==> config.mk <==
export PLATFORM = sky130hd
export DESIGN_NAME = erosion_window_ctrl
export DESIGN_NICKNAME = d
export VERILOG_FILES = /design/src/rtl/erosion_pkg.sv /design/src/rtl/erosion_pos_counter.sv /design/src/rtl/erosion_window_ctrl.sv
export SDC_FILE = /design/constraint.sdc
export NUM_CORES = 1
export LEC_CHECK = 0
export BUFFER_PORTS_ARGS = -buffer_cell sky130_fd_sc_hd__buf_4
export CORE_ASPECT_RATIO = 0.8
export CORE_MARGIN = 2
export CORE_UTILIZATION = 45
export DETAILED_ROUTE_END_ITERATION = 8
export PLACE_DENSITY = 0.76
export SLEW_MARGIN = 10
export SYNTH_ARGS = -nofsm -noshare
export SYNTH_HDL_FRONTEND = slang
export SYNTH_SLANG_ARGS = --single-unit
export TNS_END_PERCENT = 20
==> constraint.sdc <==
create_clock -name clock -period 3.81 [get_ports clock]
set_input_delay 0.381 -clock clock [delete_from_list [all_inputs] [get_ports clock]]
set_output_delay 0.381 -clock clock [all_outputs]
set_load 0.05 [all_outputs]
==> src/rtl/erosion_pkg.sv <==
// Shared defaults, field widths and controller state encoding for the 3x3 erosion sequencer.
package erosion_pkg;
    localparam int H_ACTIVE_DEF = 640;
    localparam int V_ACTIVE_DEF = 480;
    localparam int COUNT_W_DEF  = 20;
    localparam int COL_W        = 10;
    localparam int ROW_W        = 9;

    typedef enum logic [1:0] {
        ST_IDLE  = 2'd0,
        ST_FILL  = 2'd1,
        ST_RUN   = 2'd2,
        ST_FLUSH = 2'd3
    } state_t;
endpackage

==> src/rtl/erosion_pos_counter.sv <==
// Raster column/row counter with wrap, enable and synchronous clear; also exposes the
// position it will move to on the next enable.
module erosion_pos_counter
    import erosion_pkg::*;
#(
    parameter int H_ACTIVE = H_ACTIVE_DEF,
    parameter int V_ACTIVE = V_ACTIVE_DEF
) (
    input  logic             clock,
    input  logic             reset,
    input  logic             i_clr,
    input  logic             i_en,
    output logic [COL_W-1:0] o_col,
    output logic [ROW_W-1:0] o_row,
    output logic [COL_W-1:0] o_nxt_col,
    output logic [ROW_W-1:0] o_nxt_row
);
    localparam logic [COL_W-1:0] COL_LAST = COL_W'(H_ACTIVE - 1);
    localparam logic [ROW_W-1:0] ROW_LAST = ROW_W'(V_ACTIVE - 1);

    logic [COL_W-1:0] r_col;
    logic [ROW_W-1:0] r_row;

    always_comb begin
        o_nxt_col = r_col + 1'b1;
        o_nxt_row = r_row;
        if (r_col == COL_LAST) begin
            o_nxt_col = '0;
            o_nxt_row = (r_row == ROW_LAST) ? '0 : r_row + 1'b1;
        end
    end

    always_ff @(posedge clock or negedge reset) begin
        if (!reset) begin
            r_col <= '0;
            r_row <= '0;
        end else if (i_clr) begin
            r_col <= '0;
            r_row <= '0;
        end else if (i_en) begin
            r_col <= o_nxt_col;
            r_row <= o_nxt_row;
        end
    end

    assign o_col = r_col;
    assign o_row = r_row;
endmodule

==> src/rtl/erosion_window_ctrl.sv <==
// Sequencer for the 3x3 binary-erosion line buffers: raster tracking, shift gating,
// window valid/border flags and end-of-frame zero flush.
module erosion_window_ctrl
    import erosion_pkg::*;
#(
    parameter int H_ACTIVE = H_ACTIVE_DEF,
    parameter int V_ACTIVE = V_ACTIVE_DEF,
    parameter int COUNT_W  = COUNT_W_DEF
) (
    input  logic               clock,
    input  logic               reset,
    input  logic               in_valid,
    input  logic               in_sof,
    output logic               in_ready,
    input  logic               out_ready,
    output logic               shift_en,
    output logic               flush_inject,
    output logic               win_valid,
    output logic               win_border,
    output logic [COL_W-1:0]   win_col,
    output logic [ROW_W-1:0]   win_row,
    output logic [COUNT_W-1:0] center_count,
    output logic               frame_done,
    output logic               sync_err
);
    localparam int               FLUSH_W    = $clog2(H_ACTIVE + 2);
    localparam logic [FLUSH_W-1:0] FLUSH_LAST = FLUSH_W'(H_ACTIVE);
    localparam logic [COL_W-1:0] COL_LAST   = COL_W'(H_ACTIVE - 1);
    localparam logic [ROW_W-1:0] ROW_LAST   = ROW_W'(V_ACTIVE - 1);

    state_t               r_state;
    logic [FLUSH_W-1:0]   r_flush_cnt;
    logic                 r_rdy_en;
    logic                 r_win_valid;
    logic                 r_win_border;
    logic                 r_flush_inject;
    logic                 r_frame_done;
    logic                 r_sync_err;
    logic [COUNT_W-1:0]   r_center_count;

    logic                 w_accept;
    logic                 w_sof_acc;
    logic                 w_pix_acc;
    logic                 w_flush_shift;
    logic                 w_fill_done;
    logic                 w_last_pix;
    logic                 w_flush_emit;
    logic                 w_cen_en;
    logic [COL_W-1:0]     w_unused_in_col;
    logic [ROW_W-1:0]     w_unused_in_row;
    logic [COL_W-1:0]     w_in_nxt_col;
    logic [ROW_W-1:0]     w_in_nxt_row;
    logic [COL_W-1:0]     w_cen_nxt_col;
    logic [ROW_W-1:0]     w_cen_nxt_row;

    function automatic logic is_border(input logic [ROW_W-1:0] row, input logic [COL_W-1:0] col);
        return (row == '0) || (row == ROW_LAST) || (col == '0) || (col == COL_LAST);
    endfunction

    // r_rdy_en keeps in_ready low through reset and for the whole flush.
    assign in_ready      = out_ready & r_rdy_en;
    assign w_accept      = in_valid & in_ready;
    assign w_sof_acc     = w_accept & in_sof;
    assign w_pix_acc     = w_accept & ~in_sof & ((r_state == ST_FILL) | (r_state == ST_RUN));
    assign w_flush_shift = (r_state == ST_FLUSH) & out_ready;
    assign shift_en      = w_sof_acc | w_pix_acc | w_flush_shift;

    assign w_fill_done  = w_pix_acc & (r_state == ST_FILL) &
                          (w_in_nxt_row == ROW_W'(1)) & (w_in_nxt_col == '0);
    assign w_last_pix   = w_pix_acc & (r_state == ST_RUN) &
                          (w_in_nxt_row == ROW_LAST) & (w_in_nxt_col == COL_LAST);
    // The final flush shift only pushes the window past the frame; it emits no centre.
    assign w_flush_emit = w_flush_shift & (r_flush_cnt != FLUSH_LAST);
    assign w_cen_en     = (w_pix_acc & (r_state == ST_RUN)) | w_flush_emit;

    erosion_pos_counter #(.H_ACTIVE(H_ACTIVE), .V_ACTIVE(V_ACTIVE)) u_in_pos (
        .clock     (clock),
        .reset     (reset),
        .i_clr     (w_sof_acc),
        .i_en      (w_pix_acc),
        .o_col     (w_unused_in_col),
        .o_row     (w_unused_in_row),
        .o_nxt_col (w_in_nxt_col),
        .o_nxt_row (w_in_nxt_row)
    );

    erosion_pos_counter #(.H_ACTIVE(H_ACTIVE), .V_ACTIVE(V_ACTIVE)) u_cen_pos (
        .clock     (clock),
        .reset     (reset),
        .i_clr     (w_sof_acc),
        .i_en      (w_cen_en),
        .o_col     (win_col),
        .o_row     (win_row),
        .o_nxt_col (w_cen_nxt_col),
        .o_nxt_row (w_cen_nxt_row)
    );

    always_ff @(posedge clock or negedge reset) begin
        if (!reset) begin
            r_state        <= ST_IDLE;
            r_flush_cnt    <= '0;
            r_rdy_en       <= 1'b0;
            r_win_valid    <= 1'b0;
            r_win_border   <= 1'b0;
            r_flush_inject <= 1'b0;
            r_frame_done   <= 1'b0;
            r_sync_err     <= 1'b0;
            r_center_count <= '0;
        end else begin
            r_win_valid  <= w_fill_done | w_cen_en;
            r_frame_done <= 1'b0;
            r_sync_err   <= 1'b0;
            r_rdy_en     <= 1'b1;

            if (w_sof_acc)
                r_win_border <= 1'b0;
            else if (w_fill_done)
                r_win_border <= 1'b1;
            else if (w_cen_en)
                r_win_border <= is_border(w_cen_nxt_row, w_cen_nxt_col);

            if (w_sof_acc)
                r_center_count <= '0;
            else if (w_cen_en)
                r_center_count <= r_center_count + 1'b1;

            case (r_state)
                ST_IDLE: begin
                    if (w_sof_acc)
                        r_state <= ST_FILL;
                end
                ST_FILL, ST_RUN: begin
                    if (w_sof_acc) begin
                        r_state    <= ST_FILL;
                        r_sync_err <= 1'b1;
                    end else if (w_fill_done) begin
                        r_state <= ST_RUN;
                    end else if (w_last_pix) begin
                        r_state        <= ST_FLUSH;
                        r_flush_cnt    <= '0;
                        r_flush_inject <= 1'b1;
                        r_rdy_en       <= 1'b0;
                    end
                end
                ST_FLUSH: begin
                    r_rdy_en <= 1'b0;
                    if (w_flush_shift) begin
                        r_flush_cnt <= r_flush_cnt + 1'b1;
                        if (r_flush_cnt == FLUSH_LAST) begin
                            r_state        <= ST_IDLE;
                            r_frame_done   <= 1'b1;
                            r_flush_inject <= 1'b0;
                            r_rdy_en       <= 1'b1;
                        end
                    end
                end
                default: r_state <= ST_IDLE;
            endcase
        end
    end

    assign win_valid    = r_win_valid;
    assign win_border   = r_win_border;
    assign flush_inject = r_flush_inject;
    assign frame_done   = r_frame_done;
    assign sync_err     = r_sync_err;
    assign center_count = r_center_count;
endmodule

**After elaboration in Yosys (flattened, before gate mapping)**

Index checks and enable logic that the tools add are counted.

- Add/sub/neg operators: 6
- Reductions and logical operators: 15
- Equal/unequal tests: 21
- Multiplexer cells: 46
- Bitwise operators: 19

Operator list:

| operator | number |
|---|---|
| $mux 10 | 10 |
| $mux 9 | 8 |
| $eq 10x10->1 const B | 5 |
| $mux 20 | 2 |
| $eq 9x9->1 const B | 4 |
| $add 10x1->10 const B | 3 |
| $add 20x1->20 const B | 1 |
| $logic_not 10->1 | 2 |
| $pmux 10 s2 | 1 |
| $add 9x1->9 const B | 2 |
| $mux 1 | 16 |
| $and 1x1->1 | 13 |
| $mux 2 | 6 |
| $ne 10x10->1 const B | 1 |
| $ne 2x2->1 const B | 5 |
| $eq 9x1->1 const B | 1 |
| $logic_not 9->1 | 1 |
| $pmux 2 s3 | 1 |
| $reduce_and 6->1 | 1 |
| $reduce_bool 2->1 | 3 |
| $or 1x1->1 | 5 |
| $reduce_and 5->1 | 1 |
| $eq 2x2->1 const B | 2 |
| $ne 4x4->1 const B | 1 |
| 9 further kinds | 12 |

- Input bits: 5
- Logic and storage cells: 120
- Output and inout bits: 46
- Register bits after elaboration: 76

**Logic depth before layout (Yosys ltp)**

- Depth after elaboration: 11
- Gate-level depth with buffers: 12
- Gate-level depth less buffers: 9

**Hierarchy**

Synthesis repeated with hierarchy kept, for this count alone.

- Cells, all modules: 600
- Area, all modules: 5,117.4 um^2

By module, submodules not included:

| module | times used | sequential area each (um^2) | area each (um^2) | cells an instance |
|---|---|---|---|---|
| erosion_pos_counter | 2 | 475.5 | 1,388.8 | 171 |
| erosion_window_ctrl | 1 | 950.9 | 2,339.7 | 258 |

**Least setup slack after synthesis**

Ideal clock, no wire load.

- Kind: reg-to-reg
- Start: register u_cen_pos.r_col[0], in the netlist u_cen_pos.o_col[0]
- End: register r_win_border, in the netlist win_border
- Cell stages (with the launch flop): 11
- Path buffers: 1
- Data arrival time: 2,897 ps
- Slack: 835 ps
- Data required time: 3,732 ps
- Clock period less this slack: 2,975 ps
- Setup time: 78 ps
- Cell sequence: dfrtp_1 ha_1 nand2_1 or3_1 clkbuf_1 nor4_1 a21oi_1 or4_1 a21boi_1 o22ai_1 a21oi_1

- Cells in the longest elaborated chain, start to end: 9
- Elaborated cells between the ends (all ways): 14
- Those cells by class: 1 x add/sub; 3 x eq/ne; 5 x mux; 5 x reduce/logical

RTL lines:

| element | line | text |
|---|---|---|
| start, declared | erosion_pos_counter.sv:21 | `logic [COL_W-1:0] r_col;` |
| start signal, assigned | erosion_pos_counter.sv:41 | `r_col <= o_nxt_col;` |
| parallel branches: the longest is 5 deep, another holds $add 10x1->10 | n/a |  |
| $logic_or 1x1->1 * | erosion_window_ctrl.sv:57 | `return (row == '0) \|\| (row == ROW_LAST) \|\| (col == '0) \|\| (col == COL_LAST);` |
| $mux 1 * | erosion_window_ctrl.sv:119 | `else if (w_cen_en)` |
| $mux 1 * | erosion_window_ctrl.sv:117 | `else if (w_fill_done)` |
| $mux 1 * | erosion_window_ctrl.sv:115 | `if (w_sof_acc)` |
| end signal, assigned | erosion_window_ctrl.sv:120 | `r_win_border <= is_border(w_cen_nxt_row, w_cen_nxt_col);` |
| end, declared | erosion_window_ctrl.sv:35 | `logic r_win_border;` |

Every way passes the cells marked *. The select of a mux whose other input is x is not followed.
A chain may end at the register's enable or synchronous reset.

**Final worst setup path**

- Start: register u_in_pos.r_col[1], in the netlist u_in_pos.o_col[1]
- End: register r_flush_cnt[0]

- Cells in the longest elaborated chain, start to end: 7
- Elaborated cells between the ends (all ways): 15
- Those cells by class: 1 x add/sub; 6 x eq/ne; 2 x mux; 4 x bitwise; 2 x reduce/logical

RTL lines:

| element | line | text |
|---|---|---|
| start, declared | erosion_pos_counter.sv:21 |  |
| start signal, assigned | erosion_pos_counter.sv:41 |  |
| parallel branches: the longest is 6 deep, another holds $add 10x1->10 | n/a |  |
| $reduce_and 5->1 (no source line) * | n/a |  |
| end signal, assigned | erosion_window_ctrl.sv:148 | `r_flush_cnt <= r_flush_cnt + 1'b1;` |
| end, declared | erosion_window_ctrl.sv:32 | `logic [FLUSH_W-1:0] r_flush_cnt;` |

Every way passes the cells marked *.

==> flow_summary.json <==
{
  "outcome": "finished clean",
  "clock_skew_ns": 0.00816,
  "setup.worst_path.end_class": "flop",
  "pin_count": 51,
  "drt_iter0_markers": 507,
  "drc": 0,
  "crit_slowest_cell": "dfrtp_1",
  "fin_setup_tns_ns": 0,
  "yosys_most_used_dff": "dfrtp_1",
  "switching_share_pct": 27.5,
  "ctsLongestPathBuffers": 2,
  "hold_viol": 0,
  "wl_met1_um": 6070,
  "leakage_nw": 2.54,
  "ys_ff_latch": 76,
  "ys_seq_area_share_pct": 37.3,
  "max_stage_delay_ns": 0.50,
  "grt_pass1_vias": 4269,
  "fin_nets": 656,
  "slew_violations": 0,
  "fp.coreArea_sq_um": 11000,
  "synth_edf_count": 0,
  "vias": 4680,
  "path_cells": "ha_1, nand2_1, or3_1, buf_4, or3_1, o21ai_0, nand4b_1, o22a_1, or2_1, mux2_2",
  "die_area_sq_um": 12200,
  "critPathLaunchType": "flop",
  "num_rows": 34,
  "p_int_mw": 1.49,
  "rsz0062_at_grt": "false",
  "finalSetupViolations": 0,
  "wl_met2_um": 5630,
  "cp_common_cell": "or3_1",
  "vias_per_cell": 5.96,
  "htreeDepth": 3,
  "wl_per_cell_um": 15.8,
  "clk_pin_slew_ns": 0.06,
  "drtAntennaViolNets": 0,
  "hold_path_class": "primary input to asynchronous set/reset pin",
  "antenna_cells": 0,
  "die_h_um": 99.2,
  "clkSinkCount": 76,
  "power_frac_seq_pct": 42.2,
  "stdcell_count": 785,
  "dieWidth_um": 123,
  "post-route-min-period_ns": 3.57,
  "path_depth": 10,
  "cts_setup_buffers": 0,
  "dp_cells": 769,
  "p_per_area_nw_per_um2": 350,
  "worstPathMaxFanout": 14,
  "antenna_found_initial": 0,
  "fmax_mhz": 280,
  "worst-endpoint-required_ns": 4.03,
  "drive_gt1_share_pct": 12.9,
  "syn2layout_area_growth_pct": 15.1,
  "reg2reg_depth": 10,
  "netlist_area_sq_um": 5100,
  "cts_buffers": 9,
  "synth_cells": 611,
  "grt_usage_pct": 20.9,
  "wirelength_um": 12400,
  "hpwl_um": 8620,
  "path_class": "flop to flop",
  "period_share_pct": 93.7,
  "async_reset_ff_share_pct": 100,
  "place_congestion": 0.954,
  "rr_endpoint": "r_flush_cnt[0]$_DFFE_PN0P_",
  "io_buffers": 50,
  "synthesis.nets": 631,
  "wl_met3_um": 561,
  "tritoncts": "built",
  "path_buf_inv": 1,
  "ctsHoldBuffers": 0,
  "r2r_slack_ns": 0.24,
  "fillers": 987,
  "grt_max_degree": 77,
  "critical-path-top-delay-family": "simple AND/OR/NAND/NOR gates",
  "combPwrFrac_pct": 13.4,
  "routed.top_layer": "met4",
  "cp.arrival_ns": 3.79,
  "ys.warnings.count": 0,
  "clock_latency_ns": 0.33,
  "firstDrtPassIters": 6,
  "cts_resized": 0,
  "root_buffer": "clkbuf_16",
  "yosysUniqueCellTypes": 61,
  "gr-total-overflow": 0,
  "clkPwrFrac_pct": 44.4,
  "initial_core_util_pct": 46.5,
  "total_power_mw": 2.06,
  "reg2reg_from": "u_in_pos.o_col[1]$_DFFE_PN0P_",
  "p_switching_mw": 0.566,
  "relSlewSlack_pct": 34.4,
  "peakVddDrop_v": 0.000327,
  "worstMarginPinSlew_ns": 0.984,
  "grt_first_pass_wirelength_um": 20700,
  "syn_area_per_cell_sq_um": 8.35,
  "maxCapViolCount": 0
}
==> area by class of cell <==
cell class                 instances  area, sq um  area share (%)
multi-input combinational        476         2980            50.7
sequential                        76         1900            32.4
inverter                          13         48.8           0.831
timing repair buffer              60          450            7.67
clock inverter                     6         86.3            1.47
clock buffer                      10          229            3.90
tap                              144          180            3.07
==> sequential cells by signal, summed over array words and instances (netlist names), 2 cells and up <==
name,flops
u_in_pos.o_row,9
u_in_pos.o_col,10
u_cen_pos.o_row,9
r_state,2
center_count,20
r_flush_cnt,10
u_cen_pos.o_col,10
==> worst max path at each step <==
stage	slack, ns	startpoint	end
floorplan	0.84	u_cen_pos.o_col[0]$_DFFE_PN0P_	win_border$_DFFE_PN0P_
global placement	0.45	u_in_pos.o_col[0]$_DFFE_PN0P_	r_flush_cnt[0]$_DFFE_PN0P_
detailed placement	0.32	u_in_pos.o_col[1]$_DFFE_PN0P_	r_flush_cnt[0]$_DFFE_PN0P_
CTS	0.31	u_in_pos.o_col[0]$_DFFE_PN0P_	r_flush_cnt[0]$_DFFE_PN0P_
global route	0.02	u_in_pos.o_col[1]$_DFFE_PN0P_	r_flush_cnt[0]$_DFFE_PN0P_
finish	0.24	u_in_pos.o_col[1]$_DFFE_PN0P_	r_flush_cnt[0]$_DFFE_PN0P_
==> cell usage after synthesis, types with 13 or more instances <==
master / n / area (sq um)
xor2_1: 24 / 210
clkbuf_1: 40 / 150
nand2_1: 67 / 251
nor3_1: 14 / 70.1
and3_1: 19 / 119
o21ai_0: 35 / 175
nor2_1: 54 / 203
nand4_1: 18 / 113
a21oi_1: 25 / 125
nand3_1: 37 / 185
xnor2_1: 13 / 114
dfrtp_1: 76 / 1900
ha_1: 15 / 188
inv_1: 13 / 48.8
==> cells by family (layout without fill, tap and decap cells) <==
family                     Yosys count  after routing  synth area share, %
and+or+nand+nor                    285            285                 29.8
DFF                                 76             76                 37.3
buffers and inverters               59             89                 4.49
AOI/OAI and AO/OA                  134            134                 17.4
muxes                                5              5                 1.03
adders and majority gates           15             15                 3.68
xor gates and xnor gates            37             37                 6.35
==> worst reg2reg max path: cells and delay by family, from the launching register on <==
kind / cells / cell delay [ns]
simple gates: 5 / 1.55
fa+ha+maj: 1 / 0.44
compound gates: 2 / 0.47
flops: 1 / 0.50
buf+inv: 1 / 0.19
mux: 1 / 0.31
==> through the flow <==
stage | area (sq um) | utilization, % | setup slack [ns] | hold slack (ns)
after floorplan | 5100 | - | 0.835 | 0.0854
after global placement | 5560 | 50.6 | 0.450 | 0.491
after detailed placement | 5560 | 50.6 | 0.324 | 0.496
after CTS | 5870 | 53.5 | 0.311 | 0.251
after global routing | 5870 | 53.5 | 0.0239 | 0.299
final | 5870 | 53.5 | 0.242 | 0.209
==> layer usage <==
layer / vias to the layer above / global-route usage (%)
met5: - / 0
li1: 2269 / -
met2: 122 / 32.1
met1: 2275 / 30.8
met3: 14 / 4.42
met4: 0 / 3.76
==> cell usage in the layout (no fill, tap or decap), types with 5 or more instances in the layout <==
| cell | synthesis | final |
|---|---|---|
| inv_1 | 13 | 13 |
| buf_4 | 0 | 60 |
| nand2b_1 | 7 | 7 |
| nand4_1 | 18 | 18 |
| or3_1 | 11 | 11 |
| dfrtp_1 | 76 | 76 |
| nand3_1 | 37 | 37 |
| a31oi_1 | 7 | 7 |
| nor4_1 | 7 | 7 |
| nor2_1 | 54 | 54 |
| xor2_1 | 24 | 24 |
| a211oi_1 | 6 | 6 |
| xnor2_1 | 13 | 13 |
| nor2b_1 | 6 | 6 |
| nand2_1 | 67 | 67 |
| and3_1 | 19 | 19 |
| o31ai_1 | 5 | 5 |
| nor3_1 | 14 | 14 |
| o21ai_1 | 8 | 8 |
| nand3b_1 | 12 | 12 |
| and2_1 | 6 | 6 |
| o221ai_1 | 5 | 5 |
| clkbuf_16 | 0 | 9 |
| a21oi_1 | 25 | 25 |
| and4b_1 | 5 | 5 |
| ha_1 | 15 | 15 |
| o21ai_0 | 35 | 35 |
==> power by group through the flow <==
stage                     combinational (mW)  sequential [mW]  clock (mW)
after floorplan                        0.191            0.877           0
after global placement                 0.263            0.878           0
after detailed placement               0.275            0.882           0
after CTS                              0.276            0.868       0.933
after global routing                   0.308            0.874       0.964
final                                  0.276            0.869       0.913
No activity file was read; power rests on OpenSTA's default activity.
